**config.mk**
```make
export PLATFORM = sky130hd
export DESIGN_NAME = alu_chain_seq_flat
export DESIGN_NICKNAME = d
export VERILOG_FILES = /design/src/rtl/alu_chain_seq_if.sv /design/src/rtl/alu_chain_seq.sv /design/src/flat_wrapper.sv
export SDC_FILE = /design/constraint.sdc
export NUM_CORES = 1
export LEC_CHECK = 0
export BUFFER_PORTS_ARGS = -buffer_cell sky130_fd_sc_hd__buf_4
export CELL_PAD_IN_SITES_DETAIL_PLACEMENT = 0
export CELL_PAD_IN_SITES_GLOBAL_PLACEMENT = 1
export CORE_ASPECT_RATIO = 0.75
export CORE_MARGIN = 3
export CORE_UTILIZATION = 37
export DETAILED_ROUTE_END_ITERATION = 7
export GPL_ROUTABILITY_DRIVEN = 0
export PLACE_DENSITY = 0.78
export SLEW_MARGIN = 30
export SYNTH_ARGS = -nofsm -noshare
export SYNTH_HDL_FRONTEND = slang
export SYNTH_SLANG_ARGS = --single-unit
```
**constraint.sdc**
```tcl
create_clock -name clk -period 3 [get_ports clk]
set_input_delay 0.3 -clock clk [delete_from_list [all_inputs] [get_ports clk]]
set_output_delay 0.3 -clock clk [all_outputs]
set_load 0.01 [all_outputs]
```
**src/rtl/alu_chain_seq_if.sv**
```systemverilog
// Command/result bus between a command source and alu_chain_seq.
// The master issues wide operations; the slave (sequencer) returns status and result.
interface alu_chain_seq_if #(parameter int BYTES = 4);
  logic                 start;
  logic [2:0]           op_s;
  logic                 op_cin;
  logic [8*BYTES-1:0]   op_a, op_b;
  logic                 busy, done;
  logic [8*BYTES-1:0]   result;
  logic                 cout, overflow;

  modport master (output start, op_s, op_cin, op_a, op_b,
                  input  busy, done, result, cout, overflow);
  modport slave  (input  start, op_s, op_cin, op_a, op_b,
                  output busy, done, result, cout, overflow);
endinterface

```
**src/rtl/alu_chain_seq.sv**
```systemverilog
// Multi-byte sequencer: feeds a wide operation to one 8-bit combinational ALU,
// LSB first, chaining carry for arithmetic selects and holding Cin for logic selects.
module alu_chain_lane (
  input  logic       clk,
  input  logic       rst,
  input  logic       clr,
  input  logic       wr,
  input  logic [7:0] din,
  output logic [7:0] q
);
  always_ff @(posedge clk or posedge rst)
    if (rst)      q <= '0;
    else if (clr) q <= '0;
    else if (wr)  q <= din;
endmodule

module alu_chain_seq #(parameter int BYTES = 4) (
  input  logic              clk,
  input  logic              rst,
  alu_chain_seq_if.slave    bus,
  output logic [7:0]        alu_a,
  output logic [7:0]        alu_b,
  output logic              alu_cin,
  output logic [2:0]        alu_s,
  input  logic [7:0]        alu_data,
  input  logic              alu_cout,
  input  logic              alu_ovf
);
  localparam logic [2:0] LAST = 3'(BYTES-1);

  typedef enum logic [1:0] {IDLE, RUN, DONE} state_t;
  state_t state, state_n;

  logic [2:0]              idx;
  logic [BYTES-1:0][7:0]   a_q, b_q, res;
  logic [2:0]              s_q;
  logic                    cin_q, carry_q, busy_q, done_q, cout_q, ovf_q;
  logic                    accept, last;

  assign accept = bus.start && (state != RUN);
  assign last   = (idx == LAST);

  always_comb begin
    state_n = state;
    case (state)
      IDLE:    if (bus.start) state_n = RUN;
      RUN:     if (last)      state_n = DONE;
      DONE:    state_n = bus.start ? RUN : IDLE;
      default: state_n = IDLE;
    endcase
  end

  always_ff @(posedge clk or posedge rst) begin
    if (rst) begin
      state   <= IDLE;
      idx     <= '0;
      a_q     <= '0;
      b_q     <= '0;
      s_q     <= '0;
      cin_q   <= 1'b0;
      carry_q <= 1'b0;
      busy_q  <= 1'b0;
      done_q  <= 1'b0;
      cout_q  <= 1'b0;
      ovf_q   <= 1'b0;
    end else begin
      state  <= state_n;
      busy_q <= (state_n == RUN);
      done_q <= (state_n == DONE);
      if (accept) begin
        a_q     <= bus.op_a;
        b_q     <= bus.op_b;
        s_q     <= bus.op_s;
        cin_q   <= bus.op_cin;
        carry_q <= bus.op_cin;
        idx     <= '0;
        cout_q  <= 1'b0;
        ovf_q   <= 1'b0;
      end else if (state == RUN) begin
        carry_q <= alu_cout;
        // Flags are only meaningful for arithmetic; logic ops report zero.
        if (last) begin
          cout_q <= ~s_q[2] & alu_cout;
          ovf_q  <= ~s_q[2] & alu_ovf;
        end else begin
          idx <= idx + 3'd1;
        end
      end
    end
  end

  // ALU inputs come only from latched operands so the source may change op_* freely.
  always_comb begin
    alu_a   = '0;
    alu_b   = '0;
    alu_s   = '0;
    alu_cin = 1'b0;
    if (state == RUN) begin
      for (int i = 0; i < BYTES; i++)
        if (idx == 3'(i)) begin
          alu_a = a_q[i];
          alu_b = b_q[i];
        end
      alu_s   = s_q;
      alu_cin = s_q[2] ? cin_q : carry_q;
    end
  end

  for (genvar g = 0; g < BYTES; g++) begin : g_lane
    alu_chain_lane u_lane (
      .clk (clk),
      .rst (rst),
      .clr (accept),
      .wr  ((state == RUN) && (idx == 3'(g))),
      .din (alu_data),
      .q   (res[g])
    );
  end

  assign bus.result   = res;
  assign bus.busy     = busy_q;
  assign bus.done     = done_q;
  assign bus.cout     = cout_q;
  assign bus.overflow = ovf_q;
endmodule

```
**src/flat_wrapper.sv**
```systemverilog
// flat-port wrapper written by rule: the top's interface ports become plain ports
module alu_chain_seq_flat 
#(parameter int BYTES = 4)
  (clk, rst, alu_a, alu_b, alu_cin, alu_s, alu_data, alu_cout, alu_ovf, bus_start, bus_op_s, bus_op_cin, bus_op_a, bus_op_b, bus_busy, bus_done, bus_result, bus_cout, bus_overflow);
  alu_chain_seq_if #(.BYTES(BYTES)) bus_i ();
  input  logic clk;
  input  logic rst;
  output logic [7:0] alu_a;
  output logic [7:0] alu_b;
  output logic alu_cin;
  output logic [2:0] alu_s;
  input  logic [7:0] alu_data;
  input  logic alu_cout;
  input  logic alu_ovf;
  input wire logic [$bits(bus_i.start)-1:0] bus_start;
  input wire logic [$bits(bus_i.op_s)-1:0] bus_op_s;
  input wire logic [$bits(bus_i.op_cin)-1:0] bus_op_cin;
  input wire logic [$bits(bus_i.op_a)-1:0] bus_op_a;
  input wire logic [$bits(bus_i.op_b)-1:0] bus_op_b;
  output wire logic [$bits(bus_i.busy)-1:0] bus_busy;
  output wire logic [$bits(bus_i.done)-1:0] bus_done;
  output wire logic [$bits(bus_i.result)-1:0] bus_result;
  output wire logic [$bits(bus_i.cout)-1:0] bus_cout;
  output wire logic [$bits(bus_i.overflow)-1:0] bus_overflow;
  assign bus_i.start = bus_start;
  assign bus_i.op_s = bus_op_s;
  assign bus_i.op_cin = bus_op_cin;
  assign bus_i.op_a = bus_op_a;
  assign bus_i.op_b = bus_op_b;
  assign bus_busy = bus_i.busy;
  assign bus_done = bus_i.done;
  assign bus_result = bus_i.result;
  assign bus_cout = bus_i.cout;
  assign bus_overflow = bus_i.overflow;
  alu_chain_seq #(.BYTES(BYTES)) u_core (.clk(clk), .rst(rst), .bus(bus_i), .alu_a(alu_a), .alu_b(alu_b), .alu_cin(alu_cin), .alu_s(alu_s), .alu_data(alu_data), .alu_cout(alu_cout), .alu_ovf(alu_ovf));
endmodule
```
==> results.md <==
* All-layer global routing usage at 0.1665
* Slew HR at 0.4424
* Crit-path max cell delay at 520 ps
* Async S/R FF share, synth at 1.000
* Post-placement cell count at 642
* CTS sink count at 110
* Clock-pin slew on the worst setup and hold paths at 70 ps
* Cts repair resizes at 0
* Synth Flop Type: dfrtp_1
* CTS max path bufs at 2
* Drt wl/cell at 18.11 um
* Synth cell types at 34
* Total number of vias at 3418
* R2R Path End: u_core.g_lane[2].u_lane.q[2]
* Least-Margin Pin Slew at 836.4 ps
* Post-Layout Cell Count at 660
* Cell Pwr Density at ~1100 nW/um^2
* DRC at 0
* Setup violation total in the final timing report at 0
* Largest cells by area after synthesis: dfrtp_1 (57%), mux2_1 (17%), o21ai_0 (3.2%), mux2_2 (3.0%), a221oi_1 (2.9%)
* Cells along the critical path: ha_1 > ha_1 > nand3b_1 > inv_2 > nand2_1 > o21ai_0 > buf_4
* Total power at 0.006795 W
* Largest net degree at the start of global routing at 47
* Row Count at 35
* Avg Cell Area, Syn at 13.66 um^2
* Cells after synthesis at 353
* Mapped Area at 4821 um^2
* Post-synth EDFFs at 0
* Hold depth at 2
* H-Tree Depth at 3
* Final Util at 0.5022
* Critical Path Start: u_core.idx[0]
* Type of destination of the critical path: output port
* Worst Hold End: u_core.b_q[28]
* Share of the synthesized area in the top cell type at 0.5710
* Synth top cells by count: dfrtp_1 (110), mux2_1 (72), o21ai_0 (31)
* Yosys reg bits at 110
* TritonCTS clock tree: built
* Die H at roughly 100 um
* Max Slew Vio Count at 0
* Clock skew at 11.47 ps
* Die area at between 10000 and 15000 um^2
* Final critical-path required period at 2723 ps
* Buffers and inverters on the worst path at 2
* Initial Util at 0.3849
* Outcome: finished clean
* Critical path's slowest cell: inv_2
* Clock buffer count from CTS at 9
* Syn nets at roughly 440
* Via density at 5.179
* Crit-path max FO at 28
* Critical path type: flop to output port
* Clock Latency Late Sink at 350 ps
* Max Cap Viol at 0
* Sum Neg Setup Slack at 0 ps
* Synth area leader: dfrtp_1
* Most frequent CP cell: ha_1
* Diode count at 0
* 1st-iter DRT viols at 171
* Clk root buf: clkbuf_16
* CP delay by family, top: buffers and inverters
* Final-stage net count at 575
* R2R Setup Slk at 680 ps
* Worst Reg-to-Reg Cells at 5
* Fin crit share at 0.9075
* Remaining Overflow, GRT at 0
* Final WL at 11950 um
* Ys Warns at 0
* Most frequent cell after synthesis: dfrtp_1
* Worst reg2reg path startpoint: u_core.idx[0]
* Hold Vio Cnt, Final at 0
* Core area at between 10000 and 15000 um^2
* Worst Path Required at ~2700 ps
* I/O pin count at ~140
* RSZ-0062 raised after global routing: false
* Worst path arrival time at 2420 ps
* Placed Area at 5983 um^2
* HP Class: input port to flop
* Hpwl dp at 8765 um
* Final Instance Area at 6290 um^2
* Sequential fraction of the synthesis area at 0.5710
* Share of cells above drive strength 1 at 0.3704
* Synthesis-to-layout area growth at 30.47%
* First-pass GRT wire length at between 15000 and 20000 um
* Antenna violations before repair at 0
* Peak supply drop at 408.3 uV
* DRT Pass-1 Iters at 4
* Hold_sp: bus_op_b[28]
* Port Buffer Count at 136
* Routed Antenna Nets at 0
* Max Fclk at 367.3 MHz
* Type of origin of the critical path: flop
* Leakage power at 2.913 nW
* Vias in the first global route at 3520
* DIE WIDTH at 137.8 um
[layer usage]
layer	track usage	vias to the layer above	part of all wire
met2	0.2517	115	0.46
met4	0.03244	0	0.0085
met5	0	-	0
met3	0.05630	9	0.080
li1	-	1574	-
met1	0.2346	1720	0.45
[power breakdown]
part	switching [W]	internal, W	leakage (nW)
Clock	0.000524	0.000595	0.135
Combinational	0.00150	0.00155	1.44
Sequential	0.000408	0.00221	1.34
Total	0.00244	0.00436	2.91
[per-stage QoR]
step                hold slack (ps)  setup WS (ps)
floorplan                     416.8          964.9
global placement              459.7          665.7
detailed placement            468.7          641.8
CTS                           156.7          270.9
global route                  152.0          115.9
finish                        169.0          277.4
[sequential cells by signal, indices dropped and copies added (netlist names), 2 cells and up]
name                    count
u_core.idx                  3
u_core.s_q                  3
u_core.state                2
u_core.g_lane.u_lane.q     32
u_core.a_q                 32
u_core.b_q                 32
[logic make-up (layout without fill, tap and decap cells)]
family                   Yosys count  count (layout)  synth area share
AO/OA/AOI/OAI                     83              83            0.1267
adder cells (fa/ha/maj)            5               5           0.01298
multiplexers                      88              88            0.2056
AND/OR/NAND/NOR                   36              36           0.04412
buffers and inverters             31             172           0.03971
flip-flops                       110             110            0.5710
[worst max-delay path by stage]
stage	endpoint	slack [ps]	cells past startpoint
floorplan	alu_a[5]	960	6
global placement	alu_b[3]	670	7
detailed placement	alu_b[3]	640	7
CTS	alu_b[3]	270	7
global route	alu_b[3]	120	7
finish	alu_b[3]	280	7
[layout by cell type (no fill, tap or decap), types with 2 or more instances in the layout]
cell type and n:
ha_1 5, a22oi_4 2, mux2_1 72, inv_6 2, a22o_1 9, buf_12 2, o21ai_1 3, nor2b_1 3
a21oi_1 2, and2_1 3, o21ai_0 31, nor2_1 2, a221oi_1 16, a21boi_0 8, clkbuf_16 9, nand3b_1 3
buf_4 146, nand2b_1 2, a32o_1 8, dfrtp_1 110, nand2_1 19, clkbuf_1 3, mux2_2 13, inv_1 5
o22ai_1 2, mux2i_1 2
[worst reg2reg max path: stages (launching register included)]
cell and delay, ps:
dfrtp_1 420, inv_1 100, ha_1 390, nor2b_1 690, mux2i_2 320, a32o_1 300
[layout make-up]
| type | instances | area (um^2) |
|---|---|---|
| inverter | 7 | 30.03 |
| sequential | 110 | 2753 |
| tap | 166 | 207.7 |
| fill | 1112 | 6235 |
| clock inverter | 3 | 26.28 |
| timing repair buffer | 149 | 1146 |
| clock buffer | 13 | 250.2 |
| multi-input combinational | 212 | 1877 |
[what timing repair did]
| item | 4_1_cts | 5_1_grt |
|---|---|---|
| endpoints found under the hold margin | 0 | 13 |
| setup buffers | 0 | 0 |
| hold buffers | 0 | 1 |
(Power assumes the default switching activity.)
